[src/rtl/vga_timing_pkg.sv]
// Shared types, timing constant sets and helpers for the VGA raster timing generator.
package vga_timing_pkg;

  typedef enum logic [1:0] {
    IDLE      = 2'd0,
    RUN       = 2'd1,
    STOP_PEND = 2'd2
  } state_e;

  typedef struct packed {
    int unsigned h_active;
    int unsigned h_fp;
    int unsigned h_sync;
    int unsigned h_bp;
    int unsigned v_active;
    int unsigned v_fp;
    int unsigned v_sync;
    int unsigned v_bp;
    logic        hs_pol;
    logic        vs_pol;
  } vga_timing_t;

  localparam vga_timing_t VGA_640X480_60 = '{
    h_active: 640, h_fp: 16, h_sync: 96, h_bp: 48,
    v_active: 480, v_fp: 10, v_sync: 2,  v_bp: 33,
    hs_pol: 1'b0, vs_pol: 1'b0
  };

  localparam vga_timing_t VGA_800X600_60 = '{
    h_active: 800, h_fp: 40, h_sync: 128, h_bp: 88,
    v_active: 600, v_fp: 1,  v_sync: 4,   v_bp: 23,
    hs_pol: 1'b1, vs_pol: 1'b1
  };

  function automatic int unsigned axis_total(input int unsigned sync_len,
                                             input int unsigned bp_len,
                                             input int unsigned active_len,
                                             input int unsigned fp_len);
    return sync_len + bp_len + active_len + fp_len;
  endfunction

endpackage

[src/rtl/vga_axis_counter.sv]
// Single raster axis: wrapping position counter with sync and active-area decode.
module vga_axis_counter
  import vga_timing_pkg::*;
#(
  parameter int unsigned ACTIVE = 640,
  parameter int unsigned FP     = 16,
  parameter int unsigned SYNC   = 96,
  parameter int unsigned BP     = 48,
  parameter int unsigned CW     = 11
) (
  input  logic          vga_clk,
  input  logic          reset,
  input  logic          clr,
  input  logic          adv,
  output logic          wrap_c,
  output logic          sync_c,
  output logic          active_c,
  output logic [CW-1:0] pos_c
);

  localparam int unsigned TOTAL   = axis_total(SYNC, BP, ACTIVE, FP);
  localparam int unsigned A_START = SYNC + BP;
  localparam int unsigned A_END   = A_START + ACTIVE;

  logic [CW-1:0] cnt_q;
  logic [CW-1:0] cnt_d;

  always_comb begin
    wrap_c   = adv && (cnt_q == CW'(TOTAL - 1));
    sync_c   = cnt_q < CW'(SYNC);
    active_c = (cnt_q >= CW'(A_START)) && (cnt_q < CW'(A_END));
    pos_c    = active_c ? (cnt_q - CW'(A_START)) : '0;

    cnt_d = cnt_q;
    if (clr) begin
      cnt_d = '0;
    end else if (adv) begin
      cnt_d = wrap_c ? '0 : (cnt_q + CW'(1));
    end
  end

  always_ff @(posedge vga_clk or posedge reset) begin
    if (reset) begin
      cnt_q <= '0;
    end else begin
      cnt_q <= cnt_d;
    end
  end

endmodule

[src/rtl/vga_timing_gen.sv]
// Parametrised VGA raster timing generator with frame-boundary start/stop.
// Optional 2x pixel-replication outputs under VGA_TIMING_GEN_PIXREP2_EN.
module vga_timing_gen
  import vga_timing_pkg::*;
#(
  parameter int unsigned H_ACTIVE = VGA_640X480_60.h_active,
  parameter int unsigned H_FP     = VGA_640X480_60.h_fp,
  parameter int unsigned H_SYNC   = VGA_640X480_60.h_sync,
  parameter int unsigned H_BP     = VGA_640X480_60.h_bp,
  parameter int unsigned V_ACTIVE = VGA_640X480_60.v_active,
  parameter int unsigned V_FP     = VGA_640X480_60.v_fp,
  parameter int unsigned V_SYNC   = VGA_640X480_60.v_sync,
  parameter int unsigned V_BP     = VGA_640X480_60.v_bp,
  parameter bit          HS_POL   = VGA_640X480_60.hs_pol,
  parameter bit          VS_POL   = VGA_640X480_60.vs_pol,
  parameter int unsigned CW       = 11
) (
  input  logic          vga_clk,
  input  logic          reset,
  input  logic          enable,
  output logic          HS,
  output logic          VS,
  output logic          blank_n,
  output logic [CW-1:0] x,
  output logic [CW-1:0] y,
  output logic          line_start,
  output logic          frame_start,
  output logic          running
`ifdef VGA_TIMING_GEN_PIXREP2_EN
  ,
  output logic [CW-2:0] xs,
  output logic [CW-2:0] ys,
  output logic          rep_fetch
`endif
);

  state_e        state_q, state_d;
  logic          run_c;
  logic          h_wrap_c, v_wrap_c;
  logic          h_sync_c, v_sync_c;
  logic          h_active_c, v_active_c;
  logic [CW-1:0] h_pos_c, v_pos_c;

  logic          hs_q, hs_d;
  logic          vs_q, vs_d;
  logic          blank_n_q, blank_n_d;
  logic [CW-1:0] x_q, x_d;
  logic [CW-1:0] y_q, y_d;
  logic          line_start_q, line_start_d;
  logic          frame_start_q, frame_start_d;
  logic          running_q, running_d;
`ifdef VGA_TIMING_GEN_PIXREP2_EN
  logic [CW-2:0] xs_q, xs_d;
  logic [CW-2:0] ys_q, ys_d;
  logic          rep_fetch_q, rep_fetch_d;
`endif

  assign run_c = (state_q != IDLE);

  vga_axis_counter #(
    .ACTIVE (H_ACTIVE),
    .FP     (H_FP),
    .SYNC   (H_SYNC),
    .BP     (H_BP),
    .CW     (CW)
  ) u_h_cnt (
    .vga_clk  (vga_clk),
    .reset    (reset),
    .clr      (!run_c),
    .adv      (run_c),
    .wrap_c   (h_wrap_c),
    .sync_c   (h_sync_c),
    .active_c (h_active_c),
    .pos_c    (h_pos_c)
  );

  // Vertical axis steps once per horizontal wrap; its wrap marks the frame end.
  vga_axis_counter #(
    .ACTIVE (V_ACTIVE),
    .FP     (V_FP),
    .SYNC   (V_SYNC),
    .BP     (V_BP),
    .CW     (CW)
  ) u_v_cnt (
    .vga_clk  (vga_clk),
    .reset    (reset),
    .clr      (!run_c),
    .adv      (h_wrap_c),
    .wrap_c   (v_wrap_c),
    .sync_c   (v_sync_c),
    .active_c (v_active_c),
    .pos_c    (v_pos_c)
  );

  always_comb begin
    state_d = state_q;
    unique case (state_q)
      IDLE:      if (enable) state_d = RUN;
      RUN:       if (!enable) state_d = STOP_PEND;
      STOP_PEND: begin
        if (enable) begin
          state_d = RUN;
        end else if (v_wrap_c) begin
          state_d = IDLE;
        end
      end
      default:   state_d = IDLE;
    endcase
  end

  // Output decode of the current counters; IDLE forces every output inactive.
  always_comb begin
    hs_d          = ~HS_POL;
    vs_d          = ~VS_POL;
    blank_n_d     = 1'b0;
    x_d           = '0;
    y_d           = '0;
    line_start_d  = 1'b0;
    frame_start_d = 1'b0;
    running_d     = (state_d != IDLE);
    if (run_c) begin
      hs_d      = h_sync_c ? HS_POL : ~HS_POL;
      vs_d      = v_sync_c ? VS_POL : ~VS_POL;
      blank_n_d = h_active_c && v_active_c;
      if (blank_n_d) begin
        x_d = h_pos_c;
        y_d = v_pos_c;
      end
      line_start_d  = blank_n_d && (h_pos_c == '0);
      frame_start_d = line_start_d && (v_pos_c == '0);
    end
`ifdef VGA_TIMING_GEN_PIXREP2_EN
    xs_d        = x_d[CW-1:1];
    ys_d        = y_d[CW-1:1];
    rep_fetch_d = blank_n_d && !x_d[0];
`endif
  end

  always_ff @(posedge vga_clk or posedge reset) begin
    if (reset) begin
      state_q       <= IDLE;
      hs_q          <= ~HS_POL;
      vs_q          <= ~VS_POL;
      blank_n_q     <= 1'b0;
      x_q           <= '0;
      y_q           <= '0;
      line_start_q  <= 1'b0;
      frame_start_q <= 1'b0;
      running_q     <= 1'b0;
`ifdef VGA_TIMING_GEN_PIXREP2_EN
      xs_q          <= '0;
      ys_q          <= '0;
      rep_fetch_q   <= 1'b0;
`endif
    end else begin
      state_q       <= state_d;
      hs_q          <= hs_d;
      vs_q          <= vs_d;
      blank_n_q     <= blank_n_d;
      x_q           <= x_d;
      y_q           <= y_d;
      line_start_q  <= line_start_d;
      frame_start_q <= frame_start_d;
      running_q     <= running_d;
`ifdef VGA_TIMING_GEN_PIXREP2_EN
      xs_q          <= xs_d;
      ys_q          <= ys_d;
      rep_fetch_q   <= rep_fetch_d;
`endif
    end
  end

  assign HS          = hs_q;
  assign VS          = vs_q;
  assign blank_n     = blank_n_q;
  assign x           = x_q;
  assign y           = y_q;
  assign line_start  = line_start_q;
  assign frame_start = frame_start_q;
  assign running     = running_q;
`ifdef VGA_TIMING_GEN_PIXREP2_EN
  assign xs          = xs_q;
  assign ys          = ys_q;
  assign rep_fetch   = rep_fetch_q;
`endif

endmodule
[config.mk]
export PLATFORM = sky130hd
export DESIGN_NAME = vga_timing_gen
export DESIGN_NICKNAME = d
export VERILOG_FILES = /design/src/rtl/vga_timing_pkg.sv /design/src/rtl/vga_axis_counter.sv /design/src/rtl/vga_timing_gen.sv
export SDC_FILE = /design/constraint.sdc
export NUM_CORES = 1
export LEC_CHECK = 0
export ABC_AREA = 1
export CAP_MARGIN = 20
export CORE_MARGIN = 1
export CORE_UTILIZATION = 55
export CTS_CLUSTER_DIAMETER = 50
export CTS_CLUSTER_SIZE = 25
export DETAILED_ROUTE_END_ITERATION = 10
export PLACE_DENSITY = 0.79
export SLEW_MARGIN = 20
export SYNTH_ARGS = -nofsm -noshare
export SYNTH_HDL_FRONTEND = slang
export SYNTH_SLANG_ARGS = --single-unit
[constraint.sdc]
create_clock -name vga_clk -period 2 [get_ports vga_clk]
set_clock_uncertainty 0.15 [all_clocks]
set_input_delay 0.2 -clock vga_clk [delete_from_list [all_inputs] [get_ports vga_clk]]
set_output_delay 0.2 -clock vga_clk [all_outputs]
set_load 0.005 [all_outputs]
==> summary.txt, run 1 <==
Status: finished, violations left
Failing checks: design-rule violations, negative hold slack
Post-place instance area: 0.00306 mm2
Warnings, synthesis: 0
Routed WL per cell: 12.5 um
Initial antenna violation count: 0
Cell row count: 24
Vias in the first global route: 1945
Clock tree root buffer cell: clkbuf_8
Max cap viols: 0
Largest net degree at the start of global routing: 28
Fmax achieved: 540 MHz
Synthesis-to-layout area growth: 20.0%
Reg2Reg Setup Slack: 150 ps
Setup Total Neg Slack: 0 ps
CTS Sinks: 52
CP endpoint kind: flip-flop
Post-route ant nets: 0
PD cells: 574 mW/mm2
Distinct cell type count after synthesis: 26
CTS tree: done
Cells after Synth: 330
Sw Pwr: 448 uW
Layout cells sized above 1: 14.7%
RSZ-0062 raised after global routing: false
Final Cell Area: 0.00317 mm2
Area of the multi-input gates: 0.00118 mm2
DRC viols: 7
Seq pwr share: 60.3%
Kind of critical path: flip-flop to flip-flop
Number of cells on the worst reg-to-reg path: 10
Final WL: 5320 um
Die extent in x: 71.4 um
Fin. Hold Viols: 8
DRT Pass-1 Iters: 7
I/O pins: 31
Slew Limit Headroom: 78.1%
DR iter-0 viols: 140
Clock H-tree levels: 2
Worst setup SP type: flip-flop
Tmin final: 1850 ps
Critical path data required time: 2070 ps
First-pass GRT wire length: 9130 um
Die height: 71.4 um
Via count: 2250
WHS: -1.41 ps
Part of the power in combinational logic: 7.5%
Grt ovf: 0
Nets@finish: 381
Sequential-to-total area share from yosys stat: 49.3%
Post-CTS Resized: 0
Worst skew pair latency: 310 ps
Clock power share: 32.2%
Syn Area/Cell: 8.02 um2
Crit Reg-Reg Startpoint: u_h_cnt.cnt_q[5]
Synth Cell Area: 0.00265 mm2
Syn nets: 339
Final period util: 92.5%
Hold_buf cts: 0
CTS Buf Count: 5
Initial Util: 59.1%
P_leak: 1.57 nW
Critical Path Fanout Max: 9
Setup violators final: 0
Port Buffer Count: 30
Overall Global Routing Usage: 23.2%
Antenna Cells: 0
Register area: 0.00131 mm2
Least-Margin Pin Slew: 326 ps
Post-CTS Repair Setup Buffers: 0
Reg clk slew, reported paths: 90 ps
Arrival time at the worst endpoint: 1920 ps
Die area: 0.00509 mm2
#FFs+latches synth: 52
Sw Ratio: 24.6%
HPWL Detailed: 4080 um
Final Max Slew Viols: 0
Fillers: 356
Hold Path Class: input port to async pin
Int Power: 1.37 mW
GP Congestion: 0.905
Core Footprint: 0.00447 mm2
Number of buffers on the longest clock path: 2
VDD IR-drop max: 0.449 mV
Vias per inst: 5.29
Reg2reg end: u_v_cnt.cnt_q[5]
## flip-flops by register name (all words and copies together) (netlist names)
| name | count |
|---|---|
| state_q | 2 |
| x | 11 |
| HS | 1 |
| blank_n | 1 |
| line_start | 1 |
| y | 11 |
| running | 1 |
| VS | 1 |
| u_h_cnt.cnt_q | 11 |
| u_v_cnt.cnt_q | 11 |
| frame_start | 1 |
## layout make-up
cell class | instances | area share, %
clock inverter | 3 | 0.591
multi-input combinational | 236 | 37.3
inverter | 37 | 4.53
timing repair buffer | 40 | 12.2
clock buffer | 5 | 2.17
sequential | 52 | 41.2
tap | 52 | 2.05
## cells by family (layout without fill, tap and decap cells)
logic type | count (synthesis) | in the layout | synth area share (%)
simple gates | 189 | 189 | 31.4
flops | 52 | 52 | 49.3
buf+inv | 42 | 85 | 6.67
compound gates | 34 | 34 | 7.52
xor+xnor | 7 | 7 | 2.32
fa+ha+maj | 6 | 6 | 2.84
## how the worst max path moves through the flow
stage / depth (start not counted) / startpoint / slack, ps / endpoint
floorplan: 10 / u_v_cnt.cnt_q[0] / 360 / y[7]
global placement: 9 / u_v_cnt.cnt_q[0] / 150 / line_start
detailed placement: 9 / u_v_cnt.cnt_q[0] / 110 / line_start
CTS: 10 / u_h_cnt.cnt_q[5] / 80 / line_start
global route: 10 / u_h_cnt.cnt_q[5] / 0.8 / line_start
finish: 10 / u_h_cnt.cnt_q[5] / 150 / u_v_cnt.cnt_q[5]
## layout by cell type (no fill, tap or decap), types with 5 or more instances in the layout
master,n
a21oi_1,11
buf_4,9
clkbuf_8,5
clkdlybuf4s50_1,30
dfrtp_1,48
ha_1,6
inv_1,26
inv_2,10
nand2_1,74
nand3_1,25
nor2_1,55
nor2_2,8
nor3_1,11
o21ai_0,11
o22ai_1,7
xor2_1,6
## power by group through the flow
| stage | clock [mW] | combinational, mW | sequential (mW) |
|---|---|---|---|
| after floorplan | 0 | 0.0789 | 1.11 |
| after global placement | 0 | 0.132 | 1.12 |
| after detailed placement | 0 | 0.136 | 1.12 |
| after CTS | 0.607 | 0.137 | 1.10 |
| after global routing | 0.650 | 0.157 | 1.10 |
| final | 0.586 | 0.137 | 1.10 |
## routing by layer
layer	track usage (%)	routed length (um)	part of all wire [%]	up-vias
li1	-	-	-	1131
met1	35.9	2690	51	1038
met2	32.7	2270	43	73
met5	0	0	0	-
met3	4.64	290	5.5	8
met4	7.33	71	1.3	0
## synth_stat cells
cell type,n,area share [%]
nand2_1,74,10
nor2_1,56,7.9
dfrtp_1,50,47
inv_1,28,4.0
nand3_1,26,4.9
a21oi_1,11,2.1
nor3_1,11,2.1
o21ai_0,11,2.1
inv_2,9,1.3
nor2_2,8,1.9
o22ai_1,7,1.7
ha_1,6,2.8
xor2_1,6,2.0
nand2_2,4,0.95
a21oi_2,3,0.99
buf_2,3,0.57
nand4_1,3,0.71
buf_6,2,0.85
dfstp_2,2,2.0
nand3_2,2,0.76
nor2_4,2,0.85
nor3b_1,2,0.57
nor4_1,1,0.24
o211a_1,1,0.38
o21ai_2,1,0.33
xnor2_1,1,0.33
## metrics by stage
stage	hold slack (ps)	util, %	setup WS [ps]	std cells	total power, mW
2_1_floorplan	167	-	361	330	1.19
3_3_place_gp	338	68.4	154	417	1.25
3_5_place_dp	337	68.4	105	417	1.25
4_1_cts	2.72	70.4	79.9	425	1.84
5_1_grt	10.4	70.9	0.790	425	1.91
6_report	-1.41	70.9	149	425	1.82
## worst max-delay path, cell delays in order, from the launching register on
cell and delay (ps):
dfrtp_2 450, inv_1 110, ha_1 170, nand3_1 80
nor2_1 130, nand3_2 140, nor2_4 150, nand2_4 100
inv_2 80, nand3_1 70, o21ai_0 110
No activity file was read; power rests on OpenSTA's default activity.
==> inputs of run 2 (changes only) <==
Settings changed: CORE_MARGIN 1 to not set, CORE_UTILIZATION 55 to 45, PLACE_DENSITY 0.79 to 0.66.
==> run 2 against run 1 <==
  * The flow now finishes without violations
  * Clock power increased by 5.6%
  * Wire length decreased by 0.32%
  * Largest cell class unchanged
  * Critical endpoint is now u_v_cnt.cnt_q[7]
  * Cell count grew 4.7%
  * Largest power group unchanged
  * Register-to-register slack improved by 30 ps
  * Worst setup slack improved by 32 ps
  * Critical path type unchanged
  * First-iteration DRC count is 16% higher
  * Sequential cell count stayed put
==> summary.txt, run 2 (synthesis results as in run 1) <==
Die extent in x: 78.7 um
Clock tree root buffer cell: clkbuf_8
Post-route ant nets: 0
Vias in the first global route: 1981
RSZ-0062 raised after global routing: false
Dpl cells: 437
Max cap viols: 0
Total power: 1.85 mW
Vias per inst: 5.00
First-pass GRT wire length: 9390 um
Grt ovf: 0
WHS: 111 ps
Cell row count: 27
Register area: 0.00130 mm2
CTS Buf Count: 5
DR iter-0 viols: 163
Hold_buf cts: 0
Kind of critical path: flip-flop to flip-flop
Reg2reg end: u_v_cnt.cnt_q[7]
DRT Pass-1 Iters: 4
Slew Limit Headroom: 76.9%
Largest net degree at the start of global routing: 53
Fin. Hold Viols: 0
DRC viols: 0
Overall Global Routing Usage: 19.5%
Initial antenna violation count: 0
Commonest cells after routing, fill and taps aside: nand2_1 (74), nor2_1 (56), dfrtp_1 (50)
Fillers: 518
VDD IR-drop max: 0.425 mV
Post-CTS Repair Setup Buffers: 0
Critical path data required time: 2070 ps
Number of buffers on the longest clock path: 2
Arrival time at the worst endpoint: 1890 ps
P_leak: 1.58 nW
Die area: 0.00619 mm2
Crit Reg-Reg Startpoint: u_h_cnt.cnt_q[5]
Fmax achieved: 550 MHz
Least-Margin Pin Slew: 343 ps
Final Max Slew Viols: 0
CP endpoint kind: flip-flop
Clock H-tree levels: 2
Via count: 2224
Worst Setup Slack, final: 181 ps
HPWL Detailed: 4130 um
Slowest stage delay, CP: 440 ps
Number of cells on the worst reg-to-reg path: 10
Final WL: 5300 um
Setup Total Neg Slack: 0 ps
Die height: 78.7 um
Critical path buffers and inverters: 2
GP Congestion: 0.865
Layout cells sized above 1: 13.7%
Status: completed
Critical Path Fanout Max: 9
Post-place instance area: 0.00309 mm2
CTS Sinks: 52
Critical path, cell by cell: inv_1 -> ha_1 -> nand3_1 -> nor2_1 -> nand3_1 -> nor2_1 -> nand2_2 -> inv_1 -> nand2_1 -> o22ai_1
Final period util: 90.9%
Nets@finish: 381
Delay-heaviest family, CP: simple AND/OR/NAND/NOR gates
Port Buffer Count: 30
Initial Util: 47.5%
Reg clk slew, reported paths: 100 ps
Routed WL per cell: 11.9 um
I/O pins: 31
Post-CTS Resized: 0
PD cells: 579 mW/mm2
Antenna Cells: 0
Core Footprint: 0.00557 mm2
Most common cell after layout, fill and taps aside: nand2_1
Layout Cells excl Fill: 445
Synthesis-to-layout area growth: 20.6%
Slowest-stage cell, CP: dfrtp_1
Final core occ: 57.2%
Worst skew pair latency: 300 ps
Setup slack at placement: 111 ps
Final Cell Area: 0.00319 mm2
CTS tree: done
Tmin final: 1820 ps
Worst setup SP type: flip-flop
Hold Path Class: input port to async pin
Reg2Reg Setup Slack: 180 ps
Area of the multi-input gates: 0.00117 mm2
Setup violators final: 0
[run 2: cell count changes in the layout (fill, tap and decap cells not counted), sizes merged]
cell	before	now
clkinv	3	1
clkbuf	5	6
inv	37	38
[run 2: cell type report]
type / instances / share of cell area, %
clock buffers: 6 / 2.59
clock inverters: 2 / 0.431
inverters: 37 / 4.43
multi-input cells: 236 / 36.7
flip-flops and latches: 52 / 40.9
well taps: 72 / 2.82
repair buffers: 40 / 12.2
[run 2: layer usage]
layer	vias to the layer above	GRT usage, %	routed length (um)
li1	1135	-	-
met1	1035	29.3	2770
met2	50	28.5	2280
met3	4	3.95	215
met4	0	4.44	44
met5	-	0	0
[run 2: how the worst max path moves through the flow]
| stage | start | endpoint | slack [ps] | cells after the start |
|---|---|---|---|---|
| 6_report | u_h_cnt.cnt_q[5] | u_v_cnt.cnt_q[7] | 180 | 10 |
| 5_1_grt | u_h_cnt.cnt_q[5] | y[2] | 20 | 10 |
| 4_1_cts | u_v_cnt.cnt_q[8] | line_start | 80 | 9 |
| 3_5_place_dp | u_v_cnt.cnt_q[0] | line_start | 110 | 9 |
| 3_3_place_gp | u_v_cnt.cnt_q[8] | line_start | 170 | 9 |
| 2_1_floorplan | u_v_cnt.cnt_q[0] | y[7] | 360 | 10 |
[run 2: tightest hold or removal path: stages]
cell and delay [ps]:
clkdlybuf4s50_1 410, inv_2 70, buf_12 250
[run 2: power by group]
part	switching, mW	internal, mW
Combinational	0.0805	0.0502
Clock	0.336	0.283
Sequential	0.0185	1.08
Total	0.435	1.41
==> inputs of run 3 (changes only) <==
Settings changed: ABC_CLOCK_PERIOD_IN_PS set to 2000.
==> results of run 3 <==
No change in the layout: final DEF, timing and power equal those of run 2.
